<file path="src/rtl/reset_sequencer.sv">
// reset_sequencer: releases the XADC, core and display reset domains in order.
// The XADC domain leaves reset first; the core waits until the XADC reports
// ready (or a timeout expires); the display follows a fixed gap later.
// Reset outputs assert asynchronously and deassert on a rising clk edge.
module reset_sequencer #(
  parameter int SYNC_STAGES    = 2,
  parameter int HOLD_CYCLES    = 16,
  parameter int READY_CYCLES   = 4,
  parameter int TIMEOUT_CYCLES = 1024,
  parameter int STAGE_GAP      = 8
) (
  input  logic clk,
  input  logic reset_n,
  input  logic xadc_busy,
  output logic xadc_reset_out,
  output logic core_reset_out,
  output logic disp_reset_out,
  output logic seq_done,
  output logic timeout_flag
);

  localparam int HOLD_W = $clog2(HOLD_CYCLES) + 1;
  localparam int GAP_W  = $clog2(STAGE_GAP) + 1;
  localparam int CNT_W  = (HOLD_W > GAP_W) ? HOLD_W : GAP_W;
  localparam int RDY_W  = $clog2(READY_CYCLES) + 1;
  localparam int TO_W   = $clog2(TIMEOUT_CYCLES) + 1;

  localparam logic [CNT_W-1:0] HOLD_LAST = CNT_W'(HOLD_CYCLES - 1);
  localparam logic [CNT_W-1:0] GAP_LAST  = CNT_W'(STAGE_GAP - 1);
  localparam logic [RDY_W-1:0] RDY_MAX   = RDY_W'(READY_CYCLES);
  localparam logic [TO_W-1:0]  TO_MAX    = TO_W'(TIMEOUT_CYCLES);

  typedef enum logic [2:0] {
    RESET,
    HOLD,
    WAIT_XADC,
    GAP_CORE,
    GAP_DISP,
    DONE
  } state_t;

  logic [SYNC_STAGES-1:0] r_sync;
  logic                   w_release;
  state_t                 r_state, w_state_nxt;
  logic [CNT_W-1:0]       r_cnt, w_cnt_nxt;
  logic [RDY_W-1:0]       r_rdy_cnt, w_rdy_nxt, w_rdy_inc;
  logic [TO_W-1:0]        r_to_cnt, w_to_nxt, w_to_inc;
  logic                   r_xadc_rst, w_xadc_rst_nxt;
  logic                   r_core_rst, w_core_rst_nxt;
  logic                   r_disp_rst, w_disp_rst_nxt;
  logic                   r_done, w_done_nxt;
  logic                   r_timeout, w_timeout_nxt;

  // Shift a one through the synchronizer so release is clean relative to clk.
  always_ff @(posedge clk or negedge reset_n) begin
    if (!reset_n) r_sync <= '0;
    else          r_sync <= {r_sync[SYNC_STAGES-2:0], 1'b1};
  end

  assign w_release = r_sync[SYNC_STAGES-1];

  // State, counters and registered reset outputs.
  always_ff @(posedge clk or negedge reset_n) begin
    if (!reset_n) begin
      r_state    <= RESET;
      r_cnt      <= '0;
      r_rdy_cnt  <= '0;
      r_to_cnt   <= '0;
      r_xadc_rst <= 1'b1;
      r_core_rst <= 1'b1;
      r_disp_rst <= 1'b1;
      r_done     <= 1'b0;
      r_timeout  <= 1'b0;
    end else begin
      r_state    <= w_state_nxt;
      r_cnt      <= w_cnt_nxt;
      r_rdy_cnt  <= w_rdy_nxt;
      r_to_cnt   <= w_to_nxt;
      r_xadc_rst <= w_xadc_rst_nxt;
      r_core_rst <= w_core_rst_nxt;
      r_disp_rst <= w_disp_rst_nxt;
      r_done     <= w_done_nxt;
      r_timeout  <= w_timeout_nxt;
    end
  end

  assign w_rdy_inc = xadc_busy ? '0 : (r_rdy_cnt + 1'b1);
  assign w_to_inc  = r_to_cnt + 1'b1;

  // Next-state logic. The first edge that sees the synchronized release is
  // already counted as a hold edge, so the XADC release lands at
  // SYNC_STAGES + HOLD_CYCLES edges after reset_n deasserts.
  always_comb begin
    w_state_nxt    = r_state;
    w_cnt_nxt      = r_cnt;
    w_rdy_nxt      = r_rdy_cnt;
    w_to_nxt       = r_to_cnt;
    w_xadc_rst_nxt = r_xadc_rst;
    w_core_rst_nxt = r_core_rst;
    w_disp_rst_nxt = r_disp_rst;
    w_done_nxt     = r_done;
    w_timeout_nxt  = r_timeout;
    unique case (r_state)
      RESET: begin
        if (w_release) begin
          if (HOLD_LAST == '0) begin
            w_xadc_rst_nxt = 1'b0;
            w_cnt_nxt      = '0;
            w_state_nxt    = WAIT_XADC;
          end else begin
            w_cnt_nxt   = CNT_W'(1);
            w_state_nxt = HOLD;
          end
        end
      end
      HOLD: begin
        if (r_cnt == HOLD_LAST) begin
          w_xadc_rst_nxt = 1'b0;
          w_cnt_nxt      = '0;
          w_state_nxt    = WAIT_XADC;
        end else begin
          w_cnt_nxt = r_cnt + 1'b1;
        end
      end
      WAIT_XADC: begin
        w_rdy_nxt = w_rdy_inc;
        w_to_nxt  = w_to_inc;
        if (w_rdy_inc == RDY_MAX) begin
          w_cnt_nxt   = '0;
          w_state_nxt = GAP_CORE;
        end else if (w_to_inc == TO_MAX) begin
          w_timeout_nxt = 1'b1;
          w_cnt_nxt     = '0;
          w_state_nxt   = GAP_CORE;
        end
      end
      GAP_CORE: begin
        if (r_cnt == GAP_LAST) begin
          w_core_rst_nxt = 1'b0;
          w_cnt_nxt      = '0;
          w_state_nxt    = GAP_DISP;
        end else begin
          w_cnt_nxt = r_cnt + 1'b1;
        end
      end
      GAP_DISP: begin
        if (r_cnt == GAP_LAST) begin
          w_disp_rst_nxt = 1'b0;
          w_done_nxt     = 1'b1;
          w_cnt_nxt      = '0;
          w_state_nxt    = DONE;
        end else begin
          w_cnt_nxt = r_cnt + 1'b1;
        end
      end
      DONE: begin
        w_state_nxt = DONE;
      end
      default: begin
        w_state_nxt = RESET;
      end
    endcase
  end

  assign xadc_reset_out = r_xadc_rst;
  assign core_reset_out = r_core_rst;
  assign disp_reset_out = r_disp_rst;
  assign seq_done       = r_done;
  assign timeout_flag   = r_timeout;

endmodule

</file>
<file path="config.mk">
export PLATFORM = sky130hd
export DESIGN_NAME = reset_sequencer
export DESIGN_NICKNAME = d
export VERILOG_FILES = /design/src/rtl/reset_sequencer.sv
export SDC_FILE = /design/constraint.sdc
export NUM_CORES = 1
export LEC_CHECK = 0
export CAP_MARGIN = 20
export CORE_MARGIN = 2
export CORE_UTILIZATION = 59
export CTS_CLUSTER_DIAMETER = 100
export CTS_CLUSTER_SIZE = 24
export DETAILED_ROUTE_END_ITERATION = 16
export GPL_TIMING_DRIVEN = 0
export PLACE_DENSITY = 0.78
export SYNTH_ARGS = -nofsm -noshare
export SYNTH_HDL_FRONTEND = slang
export SYNTH_SLANG_ARGS = --single-unit
</file>
<file path="constraint.sdc">
create_clock -name clk -period 2.5 [get_ports clk]
set_input_delay 0.25 -clock clk [delete_from_list [all_inputs] [get_ports clk]]
set_output_delay 0.25 -clock clk [all_outputs]
set_load 0.01 [all_outputs]
</file>
# --- Yosys cells after proc, flatten, opt, wreduce, memory -nomap -nowiden ---
# Index checks and enable logic that the tools add are counted.
word_totals:
  regBits: 29
  output_inout_bits: 5
  wordCells: 51
op_classes:
  add_sub_neg: 3
  n_eq_ne: 14
  mux: 14
  bitwise: 1
  n_reduce_logical: 9
op_table:
  columns: ["op", "n"]
  rows:
  - ["$mux W5", 5]
  - ["$mux W3", 7]
  - ["$pmux W5 S4", 1]
  - ["$pmux W3 S6", 1]
  - ["$add A11 B1 Y11 const B", 1]
  - ["$eq A11 B11 Y1 const B", 1]
  - ["$eq A3 B3 Y1 const B", 3]
  - ["$ne A2 B2 Y1 const B", 4]
  - ["$eq A3 B2 Y1 const B", 2]
  - ["$reduce_and A2 Y1", 3]
  - ["$reduce_and A3 Y1", 2]
  - ["$add A5 B1 Y5 const B", 1]
  - ["$eq A5 B3 Y1 const B", 1]
  - ["$eq A5 B4 Y1 const B", 1]
  - ["$reduce_and A5 Y1", 1]
  - ["$reduce_bool A4 Y1", 1]
  - ["$add A3 B1 Y3 const B", 1]
  - ["$eq A3 B1 Y1 const B", 1]
  - ["$logic_not A3 Y1", 1]
  - ["$ne A3 B3 Y1 const B", 1]
  - ["$reduce_or A2 Y1", 1]
  - ["$not A1 Y1", 1]

# --- Longest topological paths before layout ---
logic_depth:
  word_depth: 5
  depth_mapped: 9

# --- Least setup slack after synthesis ---
# No wires, ideal clock.
synth_path:
  kind: "flip-flop to flip-flop"
  startpoint: "reg r_to_cnt[0]"
  endpoint: "reg r_cnt[0]"
  setup_ns: 0.125
  arrival_ns: 2.142
  required_ns: 2.375
  slack_ns: 0.233
  stages_incl_launch_ff: 8
  period_less_slack_ns: 2.267
  path_cell_list: "dfrtp_1 > ha_1 > nand4_2 > or4_1 > o211ai_2 > and3_2 > o211a_4 > mux2_4"
synth_between:
  elab_chain_cells: 4
synth_lines:
  columns: ["item", "line_no", "rtl"]
  rows:
  - ["start: declaration", "47", "logic [TO_W-1:0] r_to_cnt, w_to_nxt, w_to_inc;"]
  - ["start signal: assignment", "78", "r_to_cnt <= w_to_nxt;"]
  - ["$add A11 B1 Y11", "88", "assign w_to_inc = r_to_cnt + 1'b1;"]
  - ["$eq A11 B11 Y1", "131", "end else if (w_to_inc == TO_MAX) begin"]
  - ["$ne A3 B3 Y1 (no source line)", null, null]
  - ["$reduce_and A3 Y1 (no source line)", null, null]
  - ["end signal: assignment", "76", "r_cnt <= w_cnt_nxt;"]
  - ["end: declaration", "45", "logic [CNT_W-1:0] r_cnt, w_cnt_nxt;"]
# No other way between the ends.
# A chain may end at the register's enable or synchronous reset.

# --- Final worst setup path ---
layout_path:
  startpoint: "reg r_to_cnt[1]"
  endpoint: "reg r_cnt[0]"
# The elaborated chain is that of the path after synthesis.

==> qor_table.md <==
| Group | Item | Value |
|---|---|---|
| place | HPWL after detailed placement | 2.194 mm |
| clocking | Clock root buffer | sky130_fd_sc_hd__clkbuf_4 |
| grt | GRT Total Usage | 0.2032 |
| sta | Minimum clock period after layout | 2.393 ns |
| sta | Final hold violation count | 0 |
| worst hold path | Worst min-delay path category | in -> async |
| route | DRC marker count from the first detailed-route iteration | 23 |
| floorplan | Rows | 18 |
| sta | Least-Margin Pin Slew | 0.6727 ns |
| yosys | Main flop type after synthesis | sky130_fd_sc_hd__dfrtp_1 |
| sta | Fin Clk Skew | 0.01347 ns |
| clocking | Number of levels in the clock H-tree | 2 |
| clocking | Clock tree from TritonCTS | built |
| floorplan | Standard cell core area | 0.002522 mm2 |
| setup path | Kind of end point of the critical path | flip-flop |
| clocking | Number of buffers inserted by hold repair at cts | 0 |
| yosys | Syn Nets | 169 |
| layout | Number of nets in the finished design | 186 |
| yosys | Number of distinct library cells after synthesis | 48 |
| setup path | Type of origin of the critical path | flip-flop |
| route | Post-DRT Antenna Nets | 0 |
| grt | First-pass GRT wire length | 4.981 mm |
| floorplan | Initial core utilization | 0.6324 |
| setup path | Critical path class | reg -> reg |
| setup path | Longest individual stage delay on the worst path | 0.52 ns |
| clocking | Clock latency on the worst-skew pair | 0.33 ns |
| yosys | Leading area contributor after synthesis | sky130_fd_sc_hd__dfrtp_1 |
| sta | Final Worst Setup Slack | 0.1067 ns |
| place | Weighted congestion at the end of routability-driven global placement | 0.8322 |
| power and ir drop | Peak supply drop | 0.0007095 V |
| yosys | Yosys synthesis warning count | 0 |
| floorplan | Number of primary I/O pins | 8 |
| clocking | Maximum number of buffers from clock root to sink | 2 |
| sta | Min Hold Slack | 0.3213 ns |
| flow run | # Max-Cap Violations | 0 |
| floorplan | Die height | 56 um |
| yosys | EDFF count, synth | 0 |
| yosys | Synthesized area divided by synthesized cell count | 9.909 um2 |
| yosys | Leading post-synthesis cells by instance count | 26 x sky130_fd_sc_hd__dfrtp_1, 12 x sky130_fd_sc_hd__nand2_1, 12 x sky130_fd_sc_hd__nor2_1 |
| power and ir drop | Total power per unit cell area | 874.3 mW/mm2 |
| setup path | Data required time at the worst endpoint | 2.71 ns |
| yosys | Area share of the largest cell type after synthesis | 0.4078 |
| layout | Share of layout cells above drive strength 1 | 0.1564 |
| yosys | Post-Synthesis Cells | 161 |
| setup path | Worst-path cell with the longest stage delay | sky130_fd_sc_hd__or4_1 |
| route | Total DRC errors in the routed layout | 0 |
| sta | Final period util | 0.9573 |
| sta | Count of final setup violators | 0 |
| grt | Total gr overflow | 0 |
| clocking | Number of clock buffers inserted by TritonCTS | 5 |
| place | Place WS | 0.01200 ns |
| layout | Area overhead of the layout relative to synthesis | 13.18% |
| route | Per-cell routed wire length | 14.27 um |
| setup path | Arrival time at the worst endpoint | 2.60 ns |
| yosys | Total of flip-flops plus latches after synthesis | 29 |
| layout | Number of filler cells placed in the layout | 194 |
| setup path | Ordered cell list for the critical path | ha_2, nand4_2, or4_1, o211ai_2, and3_2, o211a_4, mux2_4 |
| clocking | Register clock-pin slew on the reported worst setup and hold paths | 0.10 ns |
| grt | Initial antenna violation count | 0 |
| grt | Via count of the first global-routing pass | 1149 |
| yosys | Count leader, synth | sky130_fd_sc_hd__dfrtp_1 |
| sta | Fmax achieved | 417.8 MHz |
| layout | Number of diodes | 0 |
| clocking | Clock Sinks | 29 |
| sta | Number of max-slew violations in the final report | 0 |
| route | DR vias/cell | 6.000 |
| yosys | Async set-or-reset flop fraction in the synthesized netlist | 1.000 |
| route | Detailed-router iteration count before antenna repair | 4 |
| power and ir drop | Lkg Pwr | 0.7550 nW |
| yosys | Cells taking the most area after synthesis | sky130_fd_sc_hd__dfrtp_1 41%, sky130_fd_sc_hd__dfstp_2 4.9%, sky130_fd_sc_hd__ha_1 3.9% |
| route | DR vias | 1254 |
| yosys | Synthesized cell area | 0.001595 mm2 |
| floorplan | Die outline area | 0.003136 mm2 |
| yosys | Sequential element share of the synthesized area | 0.4573 |
| sta | Slew margin rel. | 0.5501 |
| setup path | Maximum fanout along the worst path | 6 |
| floorplan | Die X-Extent | 56 um |
| grt | Pin count of the biggest net entering global routing | 18 |
| place | Number of buffer cells added on primary ports | 7 |
| route | Total wire length after detailed routing | 2.982 mm |
| run status | Outcome | completed |
[final cells by class]
cell class              instances  area [um2]  area share
plain buffers                   6       38.79     0.02148
clock buffers                   8       48.80     0.02703
inverters                       6       22.52     0.01247
multi-input cells             120       813.3      0.4505
flip-flops and latches         29       732.0      0.4054
well taps                      30       37.54     0.02079
repair buffers                 10       112.6     0.06237
[critical path, delay by kind of cell (launching register included)]
kind	cells	cell delay, ns
compound gates	2	0.41
fa+ha+maj	1	0.24
flops	1	0.42
mux	1	0.30
simple gates	3	0.92
[sequential cells by signal, indices dropped and copies added (netlist names)]
signal and count:
r_state 3, disp_reset_out 1, xadc_reset_out 1, r_sync 2, core_reset_out 1, seq_done 1, r_cnt 5, r_to_cnt 11
timeout_flag 1, r_rdy_cnt 3
[stage by stage]
stage	setup TNS, ns	std cells	total power [W]	cell area (um2)	utilization
2_1_floorplan	0	161	0.001137	1595	-
6_report	0	209	0.001579	1805	0.7158
3_3_place_gp	0	198	0.001250	1703	0.6751
4_1_cts	0	207	0.001557	1780	0.7059
3_5_place_dp	0	199	0.001287	1730	0.6860
5_1_grt	-0.001203	209	0.001701	1805	0.7158
[routing by layer]
metal	GRT usage	part of all wire	up-vias
met2	0.3076	0.45	36
met4	0.1020	0.021	0
met1	0.2708	0.50	591
li1	-	-	617
met3	0.04884	0.038	10
met5	0	0	-
[cells in the final DEF, fill, tap and decap left out, types with 2 or more instances in the layout]
| master | instances |
|---|---|
| sky130_fd_sc_hd__a21oi_1 | 6 |
| sky130_fd_sc_hd__and2_1 | 2 |
| sky130_fd_sc_hd__and3_2 | 2 |
| sky130_fd_sc_hd__buf_4 | 4 |
| sky130_fd_sc_hd__clkbuf_1 | 5 |
| sky130_fd_sc_hd__clkbuf_4 | 5 |
| sky130_fd_sc_hd__clkdlybuf4s50_1 | 7 |
| sky130_fd_sc_hd__dfrtp_1 | 24 |
| sky130_fd_sc_hd__dfrtp_2 | 2 |
| sky130_fd_sc_hd__dfstp_2 | 3 |
| sky130_fd_sc_hd__ha_1 | 4 |
| sky130_fd_sc_hd__inv_1 | 6 |
| sky130_fd_sc_hd__nand2_1 | 12 |
| sky130_fd_sc_hd__nand2b_1 | 4 |
| sky130_fd_sc_hd__nand3_1 | 8 |
| sky130_fd_sc_hd__nand4_1 | 6 |
| sky130_fd_sc_hd__nor2_1 | 12 |
| sky130_fd_sc_hd__nor2b_1 | 2 |
| sky130_fd_sc_hd__nor3_1 | 4 |
| sky130_fd_sc_hd__nor4_1 | 2 |
| sky130_fd_sc_hd__o211ai_1 | 3 |
| sky130_fd_sc_hd__o21a_1 | 3 |
| sky130_fd_sc_hd__o21ai_0 | 8 |
| sky130_fd_sc_hd__o22a_1 | 2 |
| sky130_fd_sc_hd__o22ai_1 | 3 |
| sky130_fd_sc_hd__o31ai_1 | 2 |
| sky130_fd_sc_hd__xnor2_1 | 6 |
| sky130_fd_sc_hd__xor2_1 | 7 |
[cell families (layout without fill, tap and decap cells)]
kind of cell             count (synthesis)  in the layout  share of synthesized area
adder cells (fa/ha/maj)                  5              5                    0.03922
AND/OR/NAND/NOR                         61             61                     0.2055
buffers and inverters                   12             30                    0.03843
flip-flops                              29             29                     0.4573
AO/OA/AOI/OAI                           38             38                     0.1694
multiplexers                             2              2                    0.01647
XOR/XNOR                                13             13                    0.07137
other                                    1              1                   0.002351
[power by group]
group / internal [W] / switching, W
sequential: 0.000581 / 0.000139
clock: 0.000112 / 0.000154
combinational: 0.000280 / 0.000311
[path summary, 6_finish.rpt]
kind | start | depth (start not counted) | end | slack, ns
min in group clk | r_sync[0] | 0 | r_sync[1] | 0.35
min reg2reg | r_sync[0] | 0 | r_sync[1] | 0.35
min | reset_n | 1 | r_to_cnt[9] | 0.32
max reg2reg | r_to_cnt[1] | 7 | r_cnt[0] | 0.11
max in group asynchronous | reset_n | 2 | core_reset_out | 1.57
max | r_to_cnt[1] | 7 | r_cnt[0] | 0.11
[repair_timing]
action                     4_1_cts  5_1_grt
pin swaps                        0        1
resized for setup                1        3
setup endpoints to repair        1        3
buffers inserted                 0        2
(Power assumes the default switching activity.)
